$ cat src/rtl/bemf_integrator.sv
`default_nettype none
// ============================================================================
// Module   : bemf_integrator
// Purpose  : Multi-channel back-EMF integrator. Accepts time-multiplexed
//            high/low ADC samples, forms the differential, removes a
//            per-channel calibration offset, applies a symmetric deadband
//            and accumulates into per-channel saturating position registers.
//            Fixed 4-cycle latency, one sample per cycle, no backpressure.
// Ports    : clk, rst_n            clock, async active-low reset
//            in_valid/in_ch        sample strobe and channel
//            adc_h/adc_l           unsigned high/low-side ADC readings
//            db_thresh             unsigned deadband magnitude
//            calib_we/ch/data      calibration offset write port
//            clr_valid/clr_ch      accumulator clear port
//            out_valid/out_ch      result strobe and channel
//            bemf_out              updated accumulator value
//            sat_flag              accumulation clamped for this result
//            vel_out               post-deadband per-sample value
//                                  (only when BEMF_VEL_OUT_EN is defined)
// Options  : `define BEMF_VEL_OUT_EN to add the vel_out port.
// Revision : 1.0 - initial release
// ============================================================================
module bemf_integrator #(
  parameter int ADC_W = 10,
  parameter int ACC_W = 36,
  parameter int NCH   = 4,
  parameter int CH_W  = 2
) (
  input  logic              clk,
  input  logic              rst_n,
  input  logic              in_valid,
  input  logic [CH_W-1:0]   in_ch,
  input  logic [ADC_W-1:0]  adc_h,
  input  logic [ADC_W-1:0]  adc_l,
  input  logic [ADC_W-1:0]  db_thresh,
  input  logic              calib_we,
  input  logic [CH_W-1:0]   calib_ch,
  input  logic [ACC_W-1:0]  calib_data,
  input  logic              clr_valid,
  input  logic [CH_W-1:0]   clr_ch,
  output logic              out_valid,
  output logic [CH_W-1:0]   out_ch,
  output logic [ACC_W-1:0]  bemf_out,
  output logic              sat_flag
`ifdef BEMF_VEL_OUT_EN
  ,
  output logic [ACC_W-1:0]  vel_out
`endif
);

  localparam logic [ACC_W-1:0] c_ACC_MAX = {1'b0, {(ACC_W-1){1'b1}}};
  localparam logic [ACC_W-1:0] c_ACC_MIN = {1'b1, {(ACC_W-1){1'b0}}};

  // Per-channel state
  logic [ACC_W-1:0] r_acc   [NCH];
  logic [ACC_W-1:0] r_calib [NCH];

  // Pipeline registers
  logic              r_s0_valid;
  logic [CH_W-1:0]   r_s0_ch;
  logic [ADC_W-1:0]  r_s0_h;
  logic [ADC_W-1:0]  r_s0_l;

  logic              r_s1_valid;
  logic [CH_W-1:0]   r_s1_ch;
  logic [ACC_W:0]    r_s1_d;

  logic              r_s2_valid;
  logic [CH_W-1:0]   r_s2_ch;
  logic [ACC_W-1:0]  r_s2_v;

  // ---------------------------------------------------------------- S1 ----
  logic [ADC_W:0]    w_diff;
  logic [ACC_W:0]    w_diff_ext;

  always_comb begin
    // Zero-extend both operands so the subtraction yields a proper signed
    // ADC_W+1 result, then sign-extend to the accumulator domain.
    w_diff     = {1'b0, r_s0_h} - {1'b0, r_s0_l};
    w_diff_ext = {{(ACC_W-ADC_W){w_diff[ADC_W]}}, w_diff};
  end

  // ---------------------------------------------------------------- S2 ----
  logic [ACC_W-1:0]  w_calib_sel;
  logic [ACC_W:0]    w_c_full;
  logic [ACC_W-1:0]  w_c;
  logic [ACC_W:0]    w_c_ext;
  logic [ACC_W:0]    w_c_abs;
  logic [ACC_W:0]    w_db_ext;
  logic [ACC_W-1:0]  w_v;

  always_comb begin
    // Out-of-range channels have no calibration register; treat as zero.
    w_calib_sel = '0;
    for (int i = 0; i < NCH; i++) begin
      if (r_s1_ch == CH_W'(i)) begin
        w_calib_sel = r_calib[i];
      end
    end

    w_c_full = r_s1_d - {w_calib_sel[ACC_W-1], w_calib_sel};
    if (w_c_full[ACC_W] != w_c_full[ACC_W-1]) begin
      w_c = w_c_full[ACC_W] ? c_ACC_MIN : c_ACC_MAX;
    end else begin
      w_c = w_c_full[ACC_W-1:0];
    end

    // Magnitude is taken one bit wider so |ACC_MIN| is representable.
    w_c_ext  = {w_c[ACC_W-1], w_c};
    w_c_abs  = w_c_ext[ACC_W] ? (~w_c_ext + 1'b1) : w_c_ext;
    w_db_ext = {{(ACC_W+1-ADC_W){1'b0}}, db_thresh};
    w_v      = (w_c_abs <= w_db_ext) ? '0 : w_c;
  end

  // ---------------------------------------------------------------- S3 ----
  logic [ACC_W-1:0]  w_acc_sel;
  logic              w_ch_ok;
  logic [ACC_W:0]    w_sum_full;
  logic              w_sum_ovf;
  logic [ACC_W-1:0]  w_sum;
  logic              w_clr_hit;

  always_comb begin
    w_acc_sel = '0;
    w_ch_ok   = 1'b0;
    for (int i = 0; i < NCH; i++) begin
      if (r_s2_ch == CH_W'(i)) begin
        w_acc_sel = r_acc[i];
        w_ch_ok   = 1'b1;
      end
    end

    w_sum_full = {w_acc_sel[ACC_W-1], w_acc_sel} + {r_s2_v[ACC_W-1], r_s2_v};
    w_sum_ovf  = w_sum_full[ACC_W] ^ w_sum_full[ACC_W-1];
    if (w_sum_ovf) begin
      w_sum = w_sum_full[ACC_W] ? c_ACC_MIN : c_ACC_MAX;
    end else begin
      w_sum = w_sum_full[ACC_W-1:0];
    end

    // A clear landing on the channel being updated overrides the update.
    w_clr_hit = clr_valid && (clr_ch == r_s2_ch);
  end

  // ---------------------------------------------------------- pipeline ----
  always_ff @(posedge clk or negedge rst_n) begin
    if (!rst_n) begin
      r_s0_valid <= 1'b0;
      r_s0_ch    <= '0;
      r_s0_h     <= '0;
      r_s0_l     <= '0;
      r_s1_valid <= 1'b0;
      r_s1_ch    <= '0;
      r_s1_d     <= '0;
      r_s2_valid <= 1'b0;
      r_s2_ch    <= '0;
      r_s2_v     <= '0;
      out_valid  <= 1'b0;
      out_ch     <= '0;
      bemf_out   <= '0;
      sat_flag   <= 1'b0;
`ifdef BEMF_VEL_OUT_EN
      vel_out    <= '0;
`endif
    end else begin
      r_s0_valid <= in_valid;
      r_s0_ch    <= in_ch;
      r_s0_h     <= adc_h;
      r_s0_l     <= adc_l;

      r_s1_valid <= r_s0_valid;
      r_s1_ch    <= r_s0_ch;
      r_s1_d     <= w_diff_ext;

      r_s2_valid <= r_s1_valid;
      r_s2_ch    <= r_s1_ch;
      r_s2_v     <= w_v;

      out_valid  <= r_s2_valid;
      if (r_s2_valid) begin
        out_ch <= r_s2_ch;
`ifdef BEMF_VEL_OUT_EN
        vel_out <= r_s2_v;
`endif
        if (!w_ch_ok || w_clr_hit) begin
          bemf_out <= '0;
          sat_flag <= 1'b0;
        end else begin
          bemf_out <= w_sum;
          sat_flag <= w_sum_ovf;
        end
      end
    end
  end

  // ------------------------------------------------- per-channel state ----
  always_ff @(posedge clk or negedge rst_n) begin
    if (!rst_n) begin
      for (int i = 0; i < NCH; i++) begin
        r_acc[i]   <= '0;
        r_calib[i] <= '0;
      end
    end else begin
      for (int i = 0; i < NCH; i++) begin
        if (calib_we && (calib_ch == CH_W'(i))) begin
          r_calib[i] <= calib_data;
        end
        if (clr_valid && (clr_ch == CH_W'(i))) begin
          r_acc[i] <= '0;
        end else if (r_s2_valid && (r_s2_ch == CH_W'(i))) begin
          r_acc[i] <= w_sum;
        end
      end
    end
  end

endmodule
`default_nettype wire

$ cat config.mk
export PLATFORM = sky130hd
export DESIGN_NAME = bemf_integrator
export DESIGN_NICKNAME = d
export VERILOG_FILES = /design/src/rtl/bemf_integrator.sv
export SDC_FILE = /design/constraint.sdc
export NUM_CORES = 1
export LEC_CHECK = 0
export ABC_CLOCK_PERIOD_IN_PS = 15800
export BUFFER_PORTS_ARGS = -buffer_cell sky130_fd_sc_hd__buf_4
export CAP_MARGIN = 20
export CELL_PAD_IN_SITES_DETAIL_PLACEMENT = 1
export CELL_PAD_IN_SITES_GLOBAL_PLACEMENT = 1
export CORE_UTILIZATION = 54
export CTS_BUF_LIST = sky130_fd_sc_hd__clkbuf_4 sky130_fd_sc_hd__clkbuf_8 sky130_fd_sc_hd__clkbuf_16
export DETAILED_ROUTE_END_ITERATION = 8
export PLACE_DENSITY_LB_ADDON = 0.1
export SYNTH_ARGS = -nofsm -noshare
export SYNTH_HDL_FRONTEND = slang
export SYNTH_SLANG_ARGS = --single-unit
$ cat constraint.sdc
create_clock -name clk -period 15.8 [get_ports clk]
set_input_delay 1.58 -clock clk [delete_from_list [all_inputs] [get_ports clk]]
set_output_delay 1.58 -clock clk [all_outputs]
set_load 0.02 [all_outputs]
==> results of run 1 <==
==> logic make-up (layout without fill, tap and decap cells) <==
kind of cell / Yosys count / count (layout)
DFF: 404 / 404
xor gates and xnor gates: 71 / 71
muxes: 228 / 228
buffers and inverters: 218 / 323
AOI/OAI and AO/OA: 627 / 627
and+or+nand+nor: 551 / 551
adders and majority gates: 113 / 113
==> stage by stage <==
| stage | worst slack [ns] | hold WS [ns] | area [sq um] |
|---|---|---|---|
| final | 7.05 | 0.360 | 26100 |
| after detailed placement | 7.12 | 0.342 | 24500 |
| after global routing | 6.33 | 0.369 | 26100 |
| after global placement | 7.33 | 0.345 | 24500 |
| after floorplan | 8.31 | 0.331 | 23200 |
| after CTS | 7.08 | 0.362 | 26000 |
==> power breakdown <==
part	total, uW	switching [uW]	internal (uW)
registers	1560	193	1370
clock network	1080	433	644
logic	3110	1980	1130
==> final timing paths <==
path | startpoint | to | slack [ns] | cells after the start
worst max register to register | r_s1_ch[0] | r_s2_v[20] | 7.05 | 30
max in group asynchronous | rst_n | r_acc[96] | 12.50 | 3
worst max-delay path | r_s1_ch[0] | r_s2_v[20] | 7.05 | 30
worst min register to register | r_s0_valid | r_s1_valid | 0.36 | 0
worst min-delay path | r_s0_valid | r_s1_valid | 0.36 | 0
min in group asynchronous | rst_n | bemf_out[8] | 1.04 | 1
==> cell usage in the layout (no fill, tap or decap), drive strengths merged, types with 20 or more instances in the layout <==
cell       n
xor2      25
inv       95
o21a      20
mux4      72
a21oi    127
nand2    230
xnor2     46
mux2     148
nand4     20
ha        93
a21o      51
o21ai    214
clkbuf    69
buf      153
o2bb2ai   37
dfrtp    404
nor3      23
nor2     106
nand3     33
==> registers in the layout, indices dropped and copies added (netlist names) <==
name / flops
r_s0_valid: 1
r_s0_ch: 2
r_s2_ch: 2
sat_flag: 1
bemf_out: 36
r_s2_v: 36
r_s0_h: 10
r_s0_l: 10
r_s1_d: 11
r_s2_valid: 1
r_s1_valid: 1
r_acc: 144
out_valid: 1
r_s1_ch: 2
r_calib: 144
out_ch: 2
==> layout make-up <==
type                            count  area share
Timing Repair Buffer              153      0.0466
Sequential cell                   404       0.387
Multi-Input combinational cell   1590       0.469
Tap cell                          539      0.0258
Clock buffer                       69      0.0538
Clock inverter                      8     0.00441
Inverter                           93      0.0134
==> metal layers <==
metal | global-route usage | vias up | share of wire
li1 | - | 8273 | -
met1 | 0.422 | 9595 | 0.41
met2 | 0.603 | 531 | 0.52
met4 | 0.116 | 0 | 0.028
met5 | 0 | - | 0
met3 | 0.0388 | 145 | 0.043
==> results.cfg, run 1 <==
[cells_and_area]
multi_input_area_sq_um = 12200
syn_to_final_growth_pct = 12.6
final_cells = 2856
nets = 2459
ff_latch_area_sq_um = 10100
fillerInstances = 4418
drive_above_1_share = 0.218
postLayoutCoreUtil = 0.620
n_antenna_cell = 0

[global_routing]
antenna_found_initial = 0
grt_max_degree = 108
grt_pass1_wl_microns = 115000
gr-usage-all-layers = 0.337
grt_pass1_vias = 20300
grt-ovfl-total = 0

[flow_run]
drv_cap = 0

[critical_path]
end_kind = register
crit_fanout = 37
criticalPathCategory = reg2reg
crit_buf_inv = 4
crit_required_ns = 16.21
worstPathArrival_ns = 9.16
critPathLaunchType = register
cp_top_family = compound AO/OA/AOI/OAI gates
max_stage_delay_ns = 0.59
cpMaxStageDelayCell = buf_4

[routing]
wire_per_inst_microns = 25.1
dr.pass1.iters = 5
routed_wl_microns = 71800
vias_per_cell = 6.49
drc = 0
ant_nets = 0
via_count = 18500
dr.first_iter.drc_count = 1337

[clocking]
numCtsBuffers = 44
cts.clk_slew.worst_paths_ns = 0.06
cts_num_sinks = 404
cts_hold_buffers = 0
postCtsSetupRepairBufs = 0
cts_buffer_depth = 3
clk_latency_ns = 0.59
cts_root_buf = clkbuf_16
htree_levels = 2
tritoncts = built
cts_resized = 0

[logic_synthesis]
synth_area_sq_um = 23200
synthSimpleGateAreaFrac = 0.115
syn_avg_cell_area_sq_um = 10.5
synth_area_leaders = dfrtp_1 (44%), mux2_2 (7.2%), mux4_2 (7.0%)
synth_xor_area_frac = 0.0268
ys_warn_count = 0
synth-adder-area-share = 0.0601
syn_inst = 2212
synth_compound_area_frac = 0.179
synth_edf_count = 0
synth_top_area_frac = 0.436
synth_top_family_by_area = compound AO/OA/AOI/OAI gates
yosysSeqAreaShare = 0.436
syn_nets = 2385
synth.largest_area_cell = dfrtp_1
ys_ff_latch = 404
synth_common_cells = dfrtp_1 (404), nand2_1 (230), o21ai_0 (206), mux2_2 (148), a21oi_1 (125)
yosysMostFrequentCell = dfrtp_1
synthArstFlopShare = 1.00
ys_types = 102
synth_mux_area_frac = 0.145
synth_flop_cell = dfrtp_1

[timing]
setup_violations = 0
rsz0062_at_grt = false
min_period_over_period = 0.554
slew-limit-headroom = 0.315
finalHoldViolations = 0
fin_worst_skew_ns = 0.0214
max_freq_mhz = 114
worst_slew_pin_slew_ns = 1.02
post-route-min-period_ns = 8.75
final.setup.tns_ns = 0
final_max_slew_viol_count = 0

[status]
status = complete, no violations

[floorplanning]
core-area_sq_um = 42100
die_y_microns = 209
start_util = 0.550
die_w_microns = 209
rows = 75
die_area_sq_um = 43800
io-pin-count = 117

[power_and_ir_drop]
totalPowerFinal_uw = 5740
p_leak_uw = 0.0116
vdd_ir_drop_max_mv = 0.121
powerDensity_nw_per_um2 = 220

[place]
place.gp.congestion = 0.927
port_buffers = 116
numPlacedInstances = 2775
hpwlAfterDp_microns = 49200

[hold_path]
hold_path.class = reg2reg
(Power assumes the default switching activity.)
==> run 2: changes to the inputs <==
Settings changed: ABC_CLOCK_PERIOD_IN_PS 15800 to 7700, CORE_UTILIZATION 54 to 45.
Clock period 15.8 ns to 7.7 ns, I/O delays scaled along.
==> results.cfg, run 2 (synthesis gave the netlist of run 1 again) <==
[status]
status = complete, no violations

[critical_path]
crit_required_ns = 8.11
rr_endpoint = r_s2_v[32]
r2r_start = r_s1_ch[0]
max_stage_delay_ns = 0.55
worstPathArrival_ns = 7.71
cp_top_family = compound AO/OA/AOI/OAI gates
critPathLaunchType = register
criticalPathCategory = reg2reg
crit_fanout = 36
rr_worst_depth = 31
end_kind = register
ff2ff_setup_slack_ns = 0.40
crit_buf_inv = 3
cpMaxStageDelayCell = mux4_2

[cells_and_area]
ff_latch_area_sq_um = 10100
syn_to_final_growth_pct = 14.5
drive_above_1_share = 0.229
largestRegisters = r_acc x144, r_calib x144
final_cells = 3019
final_common_cell = dfrtp_1
fillerInstances = 5480
nets = 2486
final_cell_mix = dfrtp_1 (401), nand2_1 (230), o21ai_0 (206), buf_4 (172), mux2_2 (148)
postLayoutCoreUtil = 0.526
multi_input_area_sq_um = 12300
n_antenna_cell = 0

[timing]
post-route-min-period_ns = 7.30
final_max_slew_viol_count = 0
setup_ws_ns = 0.403
min_period_over_period = 0.948
hold_slack_ns = 0.199
worst_slew_pin_slew_ns = 1.16
slew-limit-headroom = 0.224
finalHoldViolations = 0
final.setup.tns_ns = 0
max_freq_mhz = 137
fin_worst_skew_ns = 0.0218
setup_violations = 0

[clocking]
tritoncts = built
clk_latency_ns = 0.59
htree_levels = 2
cts_num_sinks = 404
postCtsSetupRepairBufs = 0
cts.clk_slew.worst_paths_ns = 0.06
cts_root_buf = clkbuf_16
cts_buffer_depth = 3
numCtsBuffers = 47

[global_routing]
grt_max_degree = 172
grt_pass1_vias = 19700
antenna_found_initial = 0
grt_pass1_wl_microns = 110000
gr-usage-all-layers = 0.264
grt-ovfl-total = 0

[routing]
dr.first_iter.drc_count = 1085
via_count = 18000
ant_nets = 0
vias_per_cell = 5.98
wire_per_inst_microns = 22.5
dr.pass1.iters = 5
drc = 0
routed_wl_microns = 67900

[power_and_ir_drop]
clockPowerShare = 0.194
seq_power_share = 0.269
p_int_uw = 6560
combPwrFrac = 0.538
p_leak_uw = 0.0117
vdd_ir_drop_max_mv = 0.262
netSwitchingPower_uw = 5240
powerDensity_nw_per_um2 = 445
swShare = 0.444

[floorplanning]
die_w_microns = 229
start_util = 0.459
die_y_microns = 229
io-pin-count = 117
die_area_sq_um = 52400
core-area_sq_um = 50500
rows = 82

[flow_run]
drv_cap = 0

[place]
numPlacedInstances = 2936
hpwlAfterDp_microns = 47900
port_buffers = 116
place.gp.congestion = 0.949
place_ws_ns = 0.247

[hold_path]
hold_path.class = in2async
-- run 2: cell count changes in the layout (fill, tap and decap cells not counted), sizes merged --
cell	delta
buf	+24
clkinv	+5
bufinv	+1
-- run 2: repair_timing --
action | 4_1_cts | 5_1_grt
hold buffers | 0 | 0
setup endpoints to repair | 0 | 36
gates resized for setup | 0 | 3
-- run 2: metal layers --
metal	vias to the layer above	wire length, microns	GRT usage
li1	8311	-	-
met1	9269	29700	0.342
met3	117	2460	0.0324
met4	0	1750	0.0781
met5	-	0	0
met2	346	34100	0.463
-- run 2: through the flow --
step | area (sq um) | total power (uW)
after floorplan | 23200 | 7430
after global placement | 24900 | 9270
after detailed placement | 24900 | 9470
after CTS | 26500 | 11800
after global routing | 26500 | 12700
final | 26500 | 11800
-- run 2: worst max path at each step --
stage / from / slack (ns) / to / cells past startpoint
2_1_floorplan: r_s1_ch[0] / 0.21 / r_s2_v[0] / 33
4_1_cts: r_s1_ch[0] / 0.23 / r_s2_v[32] / 31
3_3_place_gp: r_s1_ch[0] / 0.51 / r_s2_v[25] / 31
6_report: r_s1_ch[0] / 0.40 / r_s2_v[32] / 31
5_1_grt: r_s1_ch[0] / -0.003 / r_s2_v[32] / 30
3_5_place_dp: r_s1_ch[0] / 0.25 / r_s2_v[32] / 31
-- run 2: worst reg2reg max path, delay by kind of cell, from the launching register on --
family	cells	cell delay, ns
and+or+nand+nor	9	1.65
AOI/OAI and AO/OA	15	3.03
muxes	1	0.59
adders and majority gates	3	0.95
buffers and inverters	3	0.54
DFF	1	0.38
-- run 2: final cells by class --
class	instances	area share
multi-input cells	1590	0.462
repair buffers	177	0.0522
well taps	672	0.0317
clock buffers	69	0.0540
clock inverters	14	0.00632
flip-flops and latches	404	0.381
inverters	93	0.0131
-- run 2: power by group through the flow --
stage / Clock (uW) / Sequential, uW / Combinational (uW)
after floorplan: 0 / 3180 / 4250
after global placement: 0 / 3160 / 6110
after detailed placement: 0 / 3200 / 6270
after CTS: 2350 / 3170 / 6320
after global routing: 2420 / 3250 / 6990
final: 2290 / 3170 / 6340
==> run 3: changes to the inputs <==
Settings changed: ABC_CLOCK_PERIOD_IN_PS 7700 to 6400.
Clock period 7.7 ns to 6.4 ns, I/O delays scaled along.
==> results.cfg, run 3 (synthesis gave the netlist of run 1 again) <==
[floorplanning]
start_util = 0.459
io-pin-count = 117
die_area_sq_um = 52400
rows = 82
die_w_microns = 229
die_y_microns = 229
core-area_sq_um = 50500

[timing]
slew-limit-headroom = 0.316
finalHoldViolations = 0
fin_worst_skew_ns = 0.0167
worst_slew_pin_slew_ns = 1.03
rsz0062_at_grt = true
setup_ws_ns = -0.164
final_max_slew_viol_count = 0
max_freq_mhz = 152
min_period_over_period = 1.03
setup_violations = 36
post-route-min-period_ns = 6.56

[routing]
wl_met3_microns = 2660
met2_length_microns = 38500
wl_met1_microns = 29900
dr.pass1.iters = 5
dr.first_iter.drc_count = 974
drc = 0
routed_wl_microns = 73300
ant_nets = 0
highest_layer = met4
wire_per_inst_microns = 22.9
via_count = 18900
vias_per_cell = 5.91

[clocking]
cts.clk_slew.worst_paths_ns = 0.06
tritoncts = built
cts_buffer_depth = 3
cts_num_sinks = 404
htree_levels = 2
cts_root_buf = clkbuf_16
cts_hold_buffers = 0
clk_latency_ns = 0.58
numCtsBuffers = 45

[place]
port_buffers = 116
place.gp.congestion = 0.927
numPlacedInstances = 3076
place_ws_ns = -0.427
hpwlAfterDp_microns = 52200

[global_routing]
gr-usage-all-layers = 0.282
antenna_found_initial = 0
grt_max_degree = 168
grt_pass1_wl_microns = 116000
grt_pass1_vias = 20700
grt-ovfl-total = 0

[critical_path]
cp_top_family = simple AND/OR/NAND/NOR gates
rr_worst_depth = 34
worstPathArrival_ns = 6.99
crit_buf_inv = 7
ff2ff_setup_slack_ns = -0.16
cpMaxStageDelayCell = or4_4
critPathLaunchType = register
cp_common_cell = a21oi_1
end_kind = register
criticalPathCategory = reg2reg
crit_fanout = 9
max_stage_delay_ns = 0.57
r2r_start = r_s1_ch[0]
rr_endpoint = r_s2_v[31]
crit_required_ns = 6.82

[hold_path]
hold_path.class = in2async

[power_and_ir_drop]
p_leak_uw = 0.0126
vdd_ir_drop_max_mv = 0.258
powerDensity_nw_per_um2 = 525

[cells_and_area]
largestRegisters = r_acc x144, r_calib x144
final_common_cell = dfrtp_1
syn_to_final_growth_pct = 21.7
drive_above_1_share = 0.301
final_cells = 3197
n_antenna_cell = 0
final_cell_mix = dfrtp_1 (401), buf_4 (335), nand2_1 (228), o21ai_0 (201), mux2_2 (148)
nets = 2667

[status]
status = finished with violations
violations = negative setup slack

[flow_run]
drv_cap = 0
run 3: final cells by class:
| class | instances | area [sq um] |
|---|---|---|
| inverters | 93 | 349 |
| clock buffers | 62 | 1310 |
| well taps | 672 | 841 |
| multi-input cells | 1590 | 12500 |
| repair buffers | 360 | 2960 |
| flip-flops and latches | 404 | 10100 |
| fillers | 5510 | 22300 |
| clock inverters | 16 | 125 |
run 3: worst max-delay path by stage:
stage / startpoint / endpoint / cells after the start
CTS: r_s1_ch[0] / r_s2_v[22] / 35
floorplan: r_s1_ch[0] / r_s2_v[0] / 30
global placement: r_s1_ch[0] / r_s2_v[25] / 33
finish: r_s1_ch[0] / r_s2_v[31] / 34
detailed placement: r_s1_ch[0] / r_s2_v[20] / 33
global route: r_s1_ch[0] / r_s2_v[9] / 33
run 3: repair_timing:
item,in CTS,in global routing
buffers inserted,28,13
pin swaps,2,16
resized for setup,39,26
endpoints found under the setup margin,36,36
cloned,4,3
run 3: per-stage QoR:
stage	hold slack, ns	power (uW)	utilization	TNS [ns]	area, sq um
3_5_place_dp	0.343	12100	0.516	-13.80	26100
3_3_place_gp	0.342	11800	0.516	-10.49	26100
4_1_cts	0.140	14800	0.555	-7.12	28000
6_report	0.0857	14800	0.559	-5.22	28200
5_1_grt	0.150	15900	0.559	-14.66	28200
2_1_floorplan	0.331	8980	-	0	23300
run 3: layer usage:
metal	track usage	up-vias
met5	0	-
met4	0.0992	0
met3	0.0377	136
met2	0.512	380
met1	0.342	9680
li1	-	8686
run 3: where the power goes:
group | switching, uW | internal, uW | total [uW]
clock | 1050 | 1470 | 2530
combinational | 5050 | 3410 | 8460
sequential | 452 | 3370 | 3820
total | 6560 | 8250 | 14800
